[src/rtl/vmem_fill_pkg.sv]
// Shared definitions for the vmem rectangle-fill engine: register offsets,
// CTRL bit positions, FSM encoding and default screen geometry.
package vmem_fill_pkg;

  localparam logic [3:0] REG_CTRL   = 4'h0;
  localparam logic [3:0] REG_ORIGIN = 4'h4;
  localparam logic [3:0] REG_SIZE   = 4'h8;
  localparam logic [3:0] REG_COLOR  = 4'hC;

  localparam int CTRL_START = 0;
  localparam int CTRL_ABORT = 1;
  localparam int CTRL_CLEAR = 2;

  localparam int SCREEN_W_DEF = 240;
  localparam int SCREEN_H_DEF = 240;
  localparam int COLOR_W_DEF  = 3;

  typedef enum logic {
    ST_IDLE = 1'b0,
    ST_RUN  = 1'b1
  } fill_state_e;

endpackage

[src/rtl/vmem_fill_raster.sv]
// Raster walker for the fill engine: latches the rectangle at load and steps
// cx/cy in {y,x} raster order on each advance; coordinates wrap modulo 256.
module vmem_fill_raster (
  input  logic       clk_i,
  input  logic       rst_ni,
  input  logic       load_i,
  input  logic [7:0] x0_i,
  input  logic [7:0] y0_i,
  input  logic [7:0] w_i,
  input  logic [7:0] h_i,
  input  logic       adv_i,
  output logic [7:0] cx_o,
  output logic [7:0] cy_o,
  output logic       last_o
);

  logic [7:0] x0_q;
  logic [7:0] xe_q;
  logic [7:0] ye_q;
  logic [7:0] cx_q;
  logic [7:0] cy_q;

  // End coordinates are precomputed so the last-pixel test is a plain compare.
  always_ff @(posedge clk_i or negedge rst_ni) begin
    if (!rst_ni) begin
      x0_q <= '0;
      xe_q <= '0;
      ye_q <= '0;
      cx_q <= '0;
      cy_q <= '0;
    end else if (load_i) begin
      x0_q <= x0_i;
      xe_q <= x0_i + w_i - 8'd1;
      ye_q <= y0_i + h_i - 8'd1;
      cx_q <= x0_i;
      cy_q <= y0_i;
    end else if (adv_i) begin
      if (cx_q == xe_q) begin
        cx_q <= x0_q;
        cy_q <= cy_q + 8'd1;
      end else begin
        cx_q <= cx_q + 8'd1;
      end
    end
  end

  assign cx_o   = cx_q;
  assign cy_o   = cy_q;
  assign last_o = (cx_q == xe_q) && (cy_q == ye_q);

endmodule

[src/rtl/vmem_rect_fill.sv]
// Memory-mapped rectangle-fill engine owning vmem's write port; CPU stores
// always win the port. Define VMEM_FILL_CLIP_EN to suppress off-screen writes.
//
// Handshake: there is no ready path. cfg_we_i is a single-cycle strobe that is
// always accepted; cpu_vmem_we_i is always accepted and stalls the engine for
// that cycle; cfg_rdata_o reflects cfg_addr_i from the previous cycle.
module vmem_rect_fill
  import vmem_fill_pkg::*;
#(
  parameter int SCREEN_W = SCREEN_W_DEF,
  parameter int SCREEN_H = SCREEN_H_DEF,
  parameter int COLOR_W  = COLOR_W_DEF
) (
  input  logic               clk_i,
  input  logic               rst_ni,
  input  logic               cfg_we_i,
  input  logic [3:0]         cfg_addr_i,
  input  logic [31:0]        cfg_wdata_i,
  output logic [31:0]        cfg_rdata_o,
  input  logic               cpu_vmem_we_i,
  input  logic [15:0]        cpu_vmem_addr_i,
  input  logic [COLOR_W-1:0] cpu_vmem_wdata_i,
  output logic               vmem_we_o,
  output logic [15:0]        vmem_waddr_o,
  output logic [COLOR_W-1:0] vmem_wdata_o,
  output logic               busy_o,
  output logic               dbg_state_o
);

  fill_state_e        state_q, state_d;
  logic [15:0]        origin_q;
  logic [15:0]        size_q;
  logic [COLOR_W-1:0] color_q;
  logic [COLOR_W-1:0] run_color_q;
  logic               done_q;
  logic               err_q;

  logic       ctrl_we, start_req, abort_req, clear_req, zero_size;
  logic       load, eng_adv, eng_we, on_screen, fill_last, fill_done;
  logic [7:0] cx, cy;
  logic       unused_bits;

  assign ctrl_we   = cfg_we_i && (cfg_addr_i == REG_CTRL);
  // Abort dominates a simultaneous start, which makes start+abort a no-op in IDLE.
  assign start_req = ctrl_we && cfg_wdata_i[CTRL_START] && !cfg_wdata_i[CTRL_ABORT];
  assign abort_req = ctrl_we && cfg_wdata_i[CTRL_ABORT];
  assign clear_req = ctrl_we && cfg_wdata_i[CTRL_CLEAR];
  assign zero_size = (size_q[7:0] == 8'd0) || (size_q[15:8] == 8'd0);
  assign load      = (state_q == ST_IDLE) && start_req && !zero_size;
  assign fill_done = eng_adv && fill_last && !abort_req;

  always_ff @(posedge clk_i or negedge rst_ni) begin
    if (!rst_ni) state_q <= ST_IDLE;
    else         state_q <= state_d;
  end

  always_comb begin
    state_d = state_q;
    case (state_q)
      ST_IDLE: if (load) state_d = ST_RUN;
      ST_RUN: begin
        if (abort_req)      state_d = ST_IDLE;
        else if (fill_done) state_d = ST_IDLE;
      end
      default: state_d = ST_IDLE;
    endcase
  end

  always_comb begin
    busy_o  = (state_q == ST_RUN);
    eng_adv = (state_q == ST_RUN) && !cpu_vmem_we_i;
    eng_we  = eng_adv && on_screen;
  end

`ifdef VMEM_FILL_CLIP_EN
  assign on_screen = ({24'd0, cx} < SCREEN_W) && ({24'd0, cy} < SCREEN_H);
`else
  assign on_screen = 1'b1;
`endif

  vmem_fill_raster u_raster (
    .clk_i  (clk_i),
    .rst_ni (rst_ni),
    .load_i (load),
    .x0_i   (origin_q[7:0]),
    .y0_i   (origin_q[15:8]),
    .w_i    (size_q[7:0]),
    .h_i    (size_q[15:8]),
    .adv_i  (eng_adv),
    .cx_o   (cx),
    .cy_o   (cy),
    .last_o (fill_last)
  );

  always_ff @(posedge clk_i or negedge rst_ni) begin
    if (!rst_ni) begin
      origin_q    <= '0;
      size_q      <= '0;
      color_q     <= '0;
      run_color_q <= '0;
    end else begin
      if (cfg_we_i && (cfg_addr_i == REG_ORIGIN)) origin_q <= cfg_wdata_i[15:0];
      if (cfg_we_i && (cfg_addr_i == REG_SIZE))   size_q   <= cfg_wdata_i[15:0];
      if (cfg_we_i && (cfg_addr_i == REG_COLOR))  color_q  <= cfg_wdata_i[COLOR_W-1:0];
      if (load) run_color_q <= color_q;
    end
  end

  // Later assignments take priority: start outcome over clear, completion over both.
  always_ff @(posedge clk_i or negedge rst_ni) begin
    if (!rst_ni) begin
      done_q <= 1'b0;
      err_q  <= 1'b0;
    end else begin
      if (clear_req) begin
        done_q <= 1'b0;
        err_q  <= 1'b0;
      end
      if ((state_q == ST_IDLE) && start_req) begin
        done_q <= zero_size;
        err_q  <= zero_size;
      end
      if (fill_done) done_q <= 1'b1;
    end
  end

  always_ff @(posedge clk_i or negedge rst_ni) begin
    if (!rst_ni) begin
      cfg_rdata_o <= '0;
    end else begin
      case (cfg_addr_i)
        REG_CTRL:   cfg_rdata_o <= {29'd0, err_q, done_q, busy_o};
        REG_ORIGIN: cfg_rdata_o <= {16'd0, origin_q};
        REG_SIZE:   cfg_rdata_o <= {16'd0, size_q};
        REG_COLOR:  cfg_rdata_o <= {{(32-COLOR_W){1'b0}}, color_q};
        default:    cfg_rdata_o <= '0;
      endcase
    end
  end

  always_comb begin
    if (cpu_vmem_we_i) begin
      vmem_we_o    = 1'b1;
      vmem_waddr_o = cpu_vmem_addr_i;
      vmem_wdata_o = cpu_vmem_wdata_i;
    end else begin
      vmem_we_o    = eng_we;
      vmem_waddr_o = {cy, cx};
      vmem_wdata_o = run_color_q;
    end
  end

  assign dbg_state_o = state_q;
  assign unused_bits = ^{cfg_wdata_i[31:16], SCREEN_W[0], SCREEN_H[0]};

endmodule
[config.mk]
export PLATFORM = sky130hd
export DESIGN_NAME = vmem_rect_fill
export DESIGN_NICKNAME = d
export VERILOG_FILES = /design/src/rtl/vmem_fill_pkg.sv /design/src/rtl/vmem_fill_raster.sv /design/src/rtl/vmem_rect_fill.sv
export SDC_FILE = /design/constraint.sdc
export NUM_CORES = 1
export LEC_CHECK = 0
export CAP_MARGIN = 20
export CORE_ASPECT_RATIO = 0.6
export CORE_UTILIZATION = 50
export CTS_CLUSTER_DIAMETER = 80
export DETAILED_ROUTE_END_ITERATION = 10
export PLACE_DENSITY = 0.78
export SLEW_MARGIN = 20
export SYNTH_ARGS = -nofsm -noshare
export SYNTH_HDL_FRONTEND = slang
export SYNTH_SLANG_ARGS = --single-unit
[constraint.sdc]
create_clock -name clk_i -period 2.9 [get_ports clk_i]
set_input_delay 0.87 -clock clk_i [delete_from_list [all_inputs] [get_ports clk_i]]
set_output_delay 0.87 -clock clk_i [all_outputs]
set_load 0.03 [all_outputs]
# Word-level counts from Yosys, hierarchy flattened

Cells that the tools add are included.

Bitwise gates (word level): 1
Reductions and logical operators: 27
Mux-type cells: 17
$add $sub $neg: 6
Equal/unequal tests: 5

Operator list:

| cell                | count |
|---|---|
| $pmux 16 s4         | 1 |
| $mux 8              | 6 |
| $add 8x1->8 const B | 2 |
| $add 8x8->8         | 2 |
| $eq 8x8->1          | 2 |
| $logic_not 8->1     | 2 |
| $mux 16             | 1 |
| $sub 8x1->8 const B | 2 |
| $logic_and 1x1->1   | 14 |
| $eq 4x4->1 const B  | 2 |
| $mux 1              | 7 |
| $reduce_bool 2->1   | 3 |
| $eq 4x3->1 const B  | 1 |
| $logic_not 1->1     | 4 |
| $logic_not 4->1     | 1 |
| $mux 3              | 1 |
| $reduce_bool 3->1   | 1 |
| $pmux 1 s2          | 1 |
| $reduce_and 2->1    | 1 |
| $logic_or 1x1->1    | 1 |
| $not 1->1           | 1 |

Word-level logic and storage cells: 69
Output and inout port bits: 54
Register bits after elaboration: 97
Input bits: 59

# Longest topological paths before layout

Gate-level depths: netlist of the first run.

Depth in word-level cells: 8
Gate-level depth with buffers: 11
Depth with buffers taken out: 11

# Modules after synthesis

A second synthesis of the first run with hierarchy kept.

Cell total of the unflattened synthesis: 520
Area total of the unflattened synthesis: 5,703.0 um2

By module, submodules not included:

| module           | cells each | sequential area each (um2) | area each (um2) | times used |
|---|---|---|---|---|
| vmem_fill_raster | 332        | 1,001.0                    | 2,969.1         | 1 |
| vmem_rect_fill   | 188        | 1,426.4                    | 2,733.9         | 1 |

# Worst setup path after synthesis of the first run

OpenSTA, ideal clock, no wires.

Path kind: in2out
Start point: in cpu_vmem_we_i
End point: out vmem_waddr_o[0]
Data required time: 2.030 ns
Arrival time: 1.901 ns
Slack: 0.129 ns
Cell stages on the path: 3
Buffers on the path: 2
Path through: clkbuf_1 > clkbuf_1 > o21ai_0

Longest elaborated chain between the ends: 1

RTL lines:

| element     | RTL line              | text |
|---|---|---|
| from (decl) | vmem_rect_fill.sv:20  | `input logic cpu_vmem_we_i,` |
| $mux 16     | vmem_rect_fill.sv:142 | `if (cpu_vmem_we_i) begin` |
| to (decl)   | vmem_rect_fill.sv:24  | `output logic [15:0] vmem_waddr_o,` |

Every way passes these cells.

# Final worst setup path of the first run

Start point: in cpu_vmem_we_i
End point: out vmem_we_o

Longest elaborated chain between the ends: 3

RTL lines:

| element           | RTL line              | text |
|---|---|---|
| $logic_not 1->1   | vmem_rect_fill.sv:71  | `eng_adv = (state_q == ST_RUN) && !cpu_vmem_we_i;` |
| $logic_and 1x1->1 | vmem_rect_fill.sv:71  |  |
| $mux 1 *          | vmem_rect_fill.sv:142 |  |
| to (decl)         | vmem_rect_fill.sv:23  | `output logic vmem_we_o,` |

Every way passes the cells marked *; elsewhere a longest branch is shown, timed or not.

==> impl_metrics.prom, run 1 <==
# TYPE chip_impl_metric gauge
chip_impl_info{name="status",value="complete, but fails checks"} 1
chip_impl_info{name="failed_checks",value="design-rule violations"} 1
chip_impl_metric{name="grt_util_met1",unit="%"} 39.9
chip_impl_metric{name="area_fraction_in_compound_gates_after_synthesis",unit="%"} 10.8
chip_impl_metric{name="routedWlPerCell",unit="um"} 17.3
chip_impl_metric{name="critical_path_required",unit="ps"} 2030
chip_impl_metric{name="synth-seq-cells",unit=""} 97
chip_impl_metric{name="placeableCoreArea",unit="um2"} 10700
chip_impl_metric{name="post-layout-total-power",unit="mW"} 5.28
chip_impl_metric{name="fin_skew",unit="ps"} 8.11
chip_impl_metric{name="starting_density",unit="%"} 52.0
chip_impl_metric{name="synth_enable_flop_cells",unit=""} 0
chip_impl_metric{name="maximum_vdd_ir_drop",unit="V"} 0.000396
chip_impl_metric{name="portBuffers",unit=""} 80
chip_impl_metric{name="cts.path.max_buffers",unit=""} 2
chip_impl_metric{name="maximum_number_of_pins_on_one_net_before_global_route_repair",unit=""} 57
chip_impl_info{name="synth_top_family_by_area",value="simple AND/OR/NAND/NOR gates"} 1
chip_impl_info{name="rsz0062_at_grt",value="no"} 1
chip_impl_metric{name="finalMaxSlewViolations",unit=""} 0
chip_impl_metric{name="finalWorstPathRequiredPeriod",unit="ps"} 2700
chip_impl_info{name="worst-setup-path-type",value="in -> out"} 1
chip_impl_metric{name="layout_worst_path_cycle_share",unit="%"} 92.9
chip_impl_info{name="netlist_top_cells_area",value="sky130_fd_sc_hd__dfrtp_1, sky130_fd_sc_hd__mux2_2, sky130_fd_sc_hd__ha_1"} 1
chip_impl_metric{name="dr.first_iter.drc_count",unit=""} 376
chip_impl_metric{name="routed-via-count",unit=""} 4304
chip_impl_metric{name="diodes",unit=""} 0
chip_impl_metric{name="netlist_area",unit="um2"} 5560
chip_impl_info{name="timing.critical_path.to_type",value="output port"} 1
chip_impl_metric{name="synth_area_in_simple_gates",unit="%"} 12.5
chip_impl_info{name="timing.hold.worst.class",value="reg -> reg"} 1
chip_impl_metric{name="number_of_buffers_added_by_the_clock_tree_synthesis_step",unit=""} 9
chip_impl_metric{name="drtAntennaViolNets",unit=""} 0
chip_impl_info{name="synth_area_leader_cell",value="sky130_fd_sc_hd__dfrtp_1"} 1
chip_impl_metric{name="dp.final_hpwl",unit="um"} 10200
chip_impl_metric{name="yosys.area_share.adder",unit="%"} 7.02
chip_impl_metric{name="post_synth.cell_area_avg",unit="um2"} 10.0
chip_impl_metric{name="gp_routability_congestion",unit=""} 0.859
chip_impl_metric{name="drt-pass1-iter-count",unit=""} 9
chip_impl_metric{name="post_route_cell_area",unit="um2"} 6770
chip_impl_metric{name="clock-sinks",unit=""} 97
chip_impl_metric{name="growth_of_design_area_from_synthesis_to_finish",unit="%"} 21.7
chip_impl_metric{name="yosysUniqueCellTypes",unit=""} 56
chip_impl_metric{name="finalWirelength",unit="um"} 13600
chip_impl_metric{name="die_area",unit="um2"} 11600
chip_impl_metric{name="synth-xor-area-share",unit="%"} 5.65
chip_impl_metric{name="placed_area",unit="um2"} 6500
chip_impl_metric{name="design.portCount",unit=""} 113
chip_impl_metric{name="chipWidth",unit="um"} 138
chip_impl_metric{name="via_per_inst",unit=""} 5.48
chip_impl_info{name="synth-main-ff-cell",value="sky130_fd_sc_hd__dfrtp_1"} 1
chip_impl_metric{name="ys_seq_area_share",unit="%"} 43.6
chip_impl_metric{name="grt_first_pass_wirelength",unit="um"} 23000
chip_impl_metric{name="h-tree-depth",unit=""} 3
chip_impl_metric{name="worst_setup_hold_path_clk_slew",unit="ps"} 60
chip_impl_metric{name="met3_use_gr",unit="%"} 6.66
chip_impl_metric{name="remaining_drc_errors",unit=""} 26
chip_impl_info{name="critPathLaunchType",value="primary input"} 1
chip_impl_metric{name="drive_above_1_share",unit="%"} 18.4
chip_impl_metric{name="pwr_density_cell",unit="nW/um2"} 780
chip_impl_metric{name="grt.total_usage",unit="%"} 25.7
chip_impl_metric{name="cp_data_arrival_time",unit="ps"} 1830
chip_impl_info{name="mostFrequentLayoutCells",value="sky130_fd_sc_hd__dfrtp_1, sky130_fd_sc_hd__nand2_1, sky130_fd_sc_hd__inv_1, sky130_fd_sc_hd__clkdlybuf4s50_1, sky130_fd_sc_hd__mux2_2"} 1
chip_impl_metric{name="timing_hold_violations_final",unit=""} 0
chip_impl_metric{name="rows",unit=""} 29
chip_impl_metric{name="grt_remaining_overflow",unit=""} 0
chip_impl_metric{name="leakage_power_figure",unit="nW"} 3.30
chip_impl_metric{name="async_reset_ff_share",unit="%"} 100
chip_impl_metric{name="tightest_slew",unit="ps"} 534
chip_impl_metric{name="later_pin_clock_latency_in_the_skew_report",unit="ps"} 350
chip_impl_metric{name="chipHeight",unit="um"} 83.7
chip_impl_info{name="tritoncts_clock_tree",value="yes"} 1
chip_impl_metric{name="setup_viol",unit=""} 0
chip_impl_metric{name="netlist_instances",unit=""} 554
chip_impl_info{name="final_common_cell",value="sky130_fd_sc_hd__dfrtp_1"} 1
chip_impl_metric{name="cp_max_fo",unit=""} 9
chip_impl_metric{name="min_path_cells",unit=""} 2
chip_impl_info{name="root_buffer",value="sky130_fd_sc_hd__clkbuf_16"} 1
chip_impl_metric{name="synth.area.mux_share",unit="%"} 11.2
chip_impl_metric{name="ff2ff_path_depth",unit=""} 10
chip_impl_metric{name="max_freq",unit="MHz"} 371
chip_impl_info{name="top_usage_layer",value="met1"} 1
chip_impl_metric{name="yosys.area.top_type_share",unit="%"} 43.6
chip_impl_metric{name="finish.net_count",unit=""} 731
chip_impl_metric{name="antenna_found_initial",unit=""} 0
chip_impl_metric{name="count_of_yosys_warnings_during_synthesis",unit=""} 0
chip_impl_metric{name="drv.max_cap_violation_count",unit=""} 0
chip_impl_metric{name="global_route.usage.met2",unit="%"} 34.9
chip_impl_metric{name="grt_pass1_vias",unit=""} 4284
chip_impl_metric{name="relSlewSlack",unit="%"} 64.4
## cell usage after synthesis, types with 5 or more instances
cell,number
sky130_fd_sc_hd__dfrtp_1,97
sky130_fd_sc_hd__nand2_1,76
sky130_fd_sc_hd__inv_1,65
sky130_fd_sc_hd__mux2_2,44
sky130_fd_sc_hd__ha_1,28
sky130_fd_sc_hd__o21ai_0,22
sky130_fd_sc_hd__buf_4,19
sky130_fd_sc_hd__xnor2_1,18
sky130_fd_sc_hd__nor2_1,17
sky130_fd_sc_hd__xor2_1,16
sky130_fd_sc_hd__a22oi_1,14
sky130_fd_sc_hd__o21ai_1,13
sky130_fd_sc_hd__nand3_1,9
sky130_fd_sc_hd__buf_2,8
sky130_fd_sc_hd__clkbuf_1,8
sky130_fd_sc_hd__o221ai_1,8
sky130_fd_sc_hd__a21oi_1,7
sky130_fd_sc_hd__mux2i_1,6
sky130_fd_sc_hd__nor4_1,6
sky130_fd_sc_hd__a21o_1,5
## sequential cells by signal, indices dropped and copies added, names as in the netlist, 8 cells and up
register / flops
cfg_rdata_o: 16
u_raster.ye_q: 8
u_raster.xe_q: 8
size_q: 16
u_raster.cy_o: 8
origin_q: 16
u_raster.cx_o: 8
u_raster.x0_q: 8
## critical path: stages
cell	delay, ps
sky130_fd_sc_hd__dlygate4sd2_1	260
sky130_fd_sc_hd__buf_6	140
sky130_fd_sc_hd__or2_2	270
sky130_fd_sc_hd__clkdlybuf4s15_2	290
## timing repair
item	in CTS	in global routing
hold buffers	0	0
hold endpoints to repair	0	0
buffers inserted	0	0
endpoints found under the setup margin	9	0
resized for setup	42	0
## per-stage QoR
step | cells | util, % | hold slack [ps] | worst slack [ps] | setup TNS (ps)
6_report | 786 | 63.3 | 477 | 205 | 0
5_1_grt | 786 | 63.3 | 503 | 153 | 0
4_1_cts | 786 | 63.3 | 481 | 211 | 0
3_5_place_dp | 770 | 60.7 | 463 | -415 | -3200
3_3_place_gp | 770 | 60.7 | 455 | -400 | -3060
2_1_floorplan | 569 | - | 441 | 129 | 0
## area by class of cell
| class | count | area [um2] |
|---|---|---|
| clock inverters | 5 | 53.8 |
| clock buffers | 11 | 243 |
| fillers | 877 | 3930 |
| flip-flops and latches | 97 | 2430 |
| inverters | 65 | 244 |
| multi-input cells | 367 | 2690 |
| well taps | 139 | 174 |
| repair buffers | 102 | 946 |
## logic make-up (layout without fill, tap and decap cells)
| logic type | Yosys count | in the layout |
|---|---|---|
| flip-flops | 97 | 97 |
| other | 1 | 16 |
| AO/OA/AOI/OAI | 91 | 91 |
| multiplexers | 53 | 53 |
| buffers and inverters | 105 | 183 |
| XOR/XNOR | 35 | 35 |
| AND/OR/NAND/NOR | 142 | 142 |
| adder cells (fa/ha/maj) | 30 | 30 |
## power by group
part | leakage [nW] | switching [mW] | internal [mW]
registers | 1.26 | 0.376 | 1.65
clock network | 0.150 | 0.506 | 0.691
logic | 1.89 | 1.10 | 0.965
## routing by layer
layer	wire length [um]	up-vias
met5	0	-
met4	113	0
met3	1260	11
met2	5450	189
met1	6750	2077
li1	-	2027
## path summary, 6_finish.rpt
| check | slack, ps | from | end |
|---|---|---|---|
| worst max-delay path | 200 | cpu_vmem_we_i | vmem_we_o |
| worst min-delay path | 480 | u_raster.x0_q[4] | u_raster.x0_q[4] |
| worst max register to register | 460 | origin_q[1] | u_raster.xe_q[7] |
| worst min register to register | 480 | u_raster.x0_q[4] | u_raster.x0_q[4] |
| max in group asynchronous | 1700 | rst_ni | origin_q[10] |
| min in group asynchronous | 510 | rst_ni | u_raster.cy_o[6] |
Note: power is estimated with default switching activity, not from simulation.
==> run 2: changes to the inputs <==
--- a/config.mk
+++ b/config.mk
@@ -8,6 +8,7 @@
 export CAP_MARGIN = 20
 export CORE_ASPECT_RATIO = 0.6
 export CORE_UTILIZATION = 50
+export CTS_BUF_LIST = sky130_fd_sc_hd__clkbuf_4
 export CTS_CLUSTER_DIAMETER = 80
 export DETAILED_ROUTE_END_ITERATION = 10
 export PLACE_DENSITY = 0.78
==> run 2 against run 1 <==
The flow still finishes with violations (design-rule violations). Fmax hardly changed. Sequential share of layout area is 0.89 points higher. Final cell count stayed put. Clock skew is 6.7 ps higher. Combinational power hardly changed.
==> impl_metrics.prom, run 2 (synthesized netlist as in run 1, its figures left out) <==
# TYPE chip_impl_metric gauge
chip_impl_metric{name="dr.first_iter.drc_count",unit=""} 377
chip_impl_metric{name="placed_area",unit="um2"} 6500
chip_impl_metric{name="placeableCoreArea",unit="um2"} 10700
chip_impl_metric{name="tightest_slew",unit="ps"} 534
chip_impl_metric{name="sequential_cell_area",unit="um2"} 2430
chip_impl_metric{name="gp_routability_congestion",unit=""} 0.859
chip_impl_metric{name="antenna_found_initial",unit=""} 0
chip_impl_metric{name="post-layout-total-power",unit="mW"} 4.79
chip_impl_metric{name="finalWorstPathRequiredPeriod",unit="ps"} 2700
chip_impl_metric{name="grt_first_pass_wirelength",unit="um"} 22600
chip_impl_metric{name="n_fill_cell",unit=""} 892
chip_impl_metric{name="maximum_number_of_pins_on_one_net_before_global_route_repair",unit=""} 57
chip_impl_metric{name="worst_setup_hold_path_clk_slew",unit="ps"} 150
chip_impl_metric{name="post_route_cell_area",unit="um2"} 6610
chip_impl_info{name="layout_top_registers",value="cfg_rdata_o (16), origin_q (16), size_q (16)"} 1
chip_impl_metric{name="chipWidth",unit="um"} 138
chip_impl_metric{name="place_worst_setup_slack",unit="ps"} -415
chip_impl_metric{name="fin_ws",unit="ps"} 204
chip_impl_metric{name="hold_buffers",unit=""} 0
chip_impl_info{name="tritoncts_clock_tree",value="yes"} 1
chip_impl_metric{name="cts.path.max_buffers",unit=""} 2
chip_impl_metric{name="layout_worst_path_cycle_share",unit="%"} 93.0
chip_impl_metric{name="drtAntennaViolNets",unit=""} 0
chip_impl_metric{name="multi_input_gate_area_in_the_final_layout",unit="um2"} 2690
chip_impl_metric{name="finalMaxSlewViolations",unit=""} 0
chip_impl_metric{name="routed-via-count",unit=""} 4264
chip_impl_info{name="failed_checks",value="design-rule violations"} 1
chip_impl_metric{name="layout.cells.non_filler",unit=""} 786
chip_impl_metric{name="dp.final_hpwl",unit="um"} 10200
chip_impl_info{name="status",value="complete, but fails checks"} 1
chip_impl_metric{name="finalWirelength",unit="um"} 13400
chip_impl_metric{name="growth_of_design_area_from_synthesis_to_finish",unit="%"} 18.8
chip_impl_metric{name="placed_cells",unit=""} 770
chip_impl_metric{name="later_pin_clock_latency_in_the_skew_report",unit="ps"} 460
chip_impl_metric{name="via_per_inst",unit=""} 5.42
chip_impl_metric{name="grt.total_usage",unit="%"} 25.1
chip_impl_info{name="worstReg2RegStart",value="origin_q[1]"} 1
chip_impl_info{name="timing.critical_path.to_type",value="output port"} 1
chip_impl_metric{name="maximum_vdd_ir_drop",unit="V"} 0.000341
chip_impl_info{name="worst-setup-path-type",value="in -> out"} 1
chip_impl_metric{name="starting_density",unit="%"} 52.0
chip_impl_metric{name="chipHeight",unit="um"} 83.7
chip_impl_metric{name="cp_data_arrival_time",unit="ps"} 1830
chip_impl_metric{name="grt_remaining_overflow",unit=""} 0
chip_impl_metric{name="routedWlPerCell",unit="um"} 17.0
chip_impl_metric{name="drv.max_cap_violation_count",unit=""} 0
chip_impl_info{name="critPathLaunchType",value="primary input"} 1
chip_impl_metric{name="rows",unit=""} 29
chip_impl_metric{name="hold-worst-slack",unit="ps"} 376
chip_impl_info{name="mostFrequentLayoutCells",value="sky130_fd_sc_hd__dfrtp_1, sky130_fd_sc_hd__nand2_1, sky130_fd_sc_hd__inv_1, sky130_fd_sc_hd__clkdlybuf4s50_1, sky130_fd_sc_hd__mux2_2"} 1
chip_impl_metric{name="pwr_density_cell",unit="nW/um2"} 724
chip_impl_info{name="timing.hold.worst.class",value="in -> async"} 1
chip_impl_metric{name="die_area",unit="um2"} 11600
chip_impl_metric{name="drt-pass1-iter-count",unit=""} 8
chip_impl_metric{name="critical_path_required",unit="ps"} 2030
chip_impl_metric{name="h-tree-depth",unit=""} 3
chip_impl_metric{name="fin_skew",unit="ps"} 14.8
chip_impl_metric{name="clock-sinks",unit=""} 97
chip_impl_metric{name="timing_hold_violations_final",unit=""} 0
chip_impl_metric{name="cts_resized",unit=""} 42
chip_impl_info{name="rsz0062_at_grt",value="no"} 1
chip_impl_info{name="final_common_cell",value="sky130_fd_sc_hd__dfrtp_1"} 1
chip_impl_metric{name="grt_pass1_vias",unit=""} 4234
chip_impl_metric{name="cp_max_fo",unit=""} 9
chip_impl_metric{name="number_of_buffers_added_by_the_clock_tree_synthesis_step",unit=""} 9
chip_impl_metric{name="design.portCount",unit=""} 113
chip_impl_info{name="crit_start",value="cpu_vmem_we_i"} 1
chip_impl_metric{name="remaining_drc_errors",unit=""} 26
chip_impl_info{name="root_buffer",value="sky130_fd_sc_hd__clkbuf_4"} 1
chip_impl_metric{name="portBuffers",unit=""} 80
chip_impl_metric{name="drive_above_1_share",unit="%"} 18.4
chip_impl_metric{name="max_freq",unit="MHz"} 371
chip_impl_metric{name="setup_viol",unit=""} 0
chip_impl_metric{name="finish.net_count",unit=""} 731
chip_impl_metric{name="cts_setup_buffers",unit=""} 0
chip_impl_metric{name="leakage_power_figure",unit="nW"} 3.23
chip_impl_metric{name="relSlewSlack",unit="%"} 64.4
chip_impl_metric{name="diodes",unit=""} 0
run 2: worst max-delay path, stage by stage:
cell                              delay [ps]
sky130_fd_sc_hd__dlygate4sd2_1           260
sky130_fd_sc_hd__buf_6                   140
sky130_fd_sc_hd__or2_2                   270
sky130_fd_sc_hd__clkdlybuf4s15_2         290
run 2: worst paths after layout:
path,to,slack [ps],cells after the start
worst max register to register,u_raster.xe_q[7],450,10
worst max-delay path,vmem_we_o,200,4
max in group asynchronous,origin_q[9],1840,2
worst min register to register,u_raster.x0_q[4],490,2
worst min-delay path,u_raster.cx_o[4],380,1
min in group clk_i,u_raster.x0_q[4],490,2
run 2: routing by layer:
metal,share of wire [%],GRT usage (%),vias to the layer above
met1,53,39.8,2064
met3,7.1,5.74,9
met5,0,0,-
met4,0.70,5.31,0
met2,40,34.3,162
li1,-,-,2029
run 2: final cells by class:
type,count,area share [%]
clock buffers,10,1.14
clock inverters,6,0.871
inverters,65,3.69
multi-input cells,367,40.6
flip-flops and latches,97,36.7
well taps,139,2.63
repair buffers,102,14.3
run 2: power by group:
group	switching (mW)	internal (mW)	leakage (nW)	total (mW)
sequential	0.376	1.64	1.26	2.02
clock	0.444	0.269	0.0780	0.713
combinational	1.09	0.965	1.89	2.06
run 2: stage by stage:
stage | utilization (%) | setup TNS [ps]
after global routing | 61.7 | 0
after global placement | 60.7 | -3060
final | 61.7 | 0
after CTS | 61.7 | 0
after floorplan | - | 0
after detailed placement | 60.7 | -3200
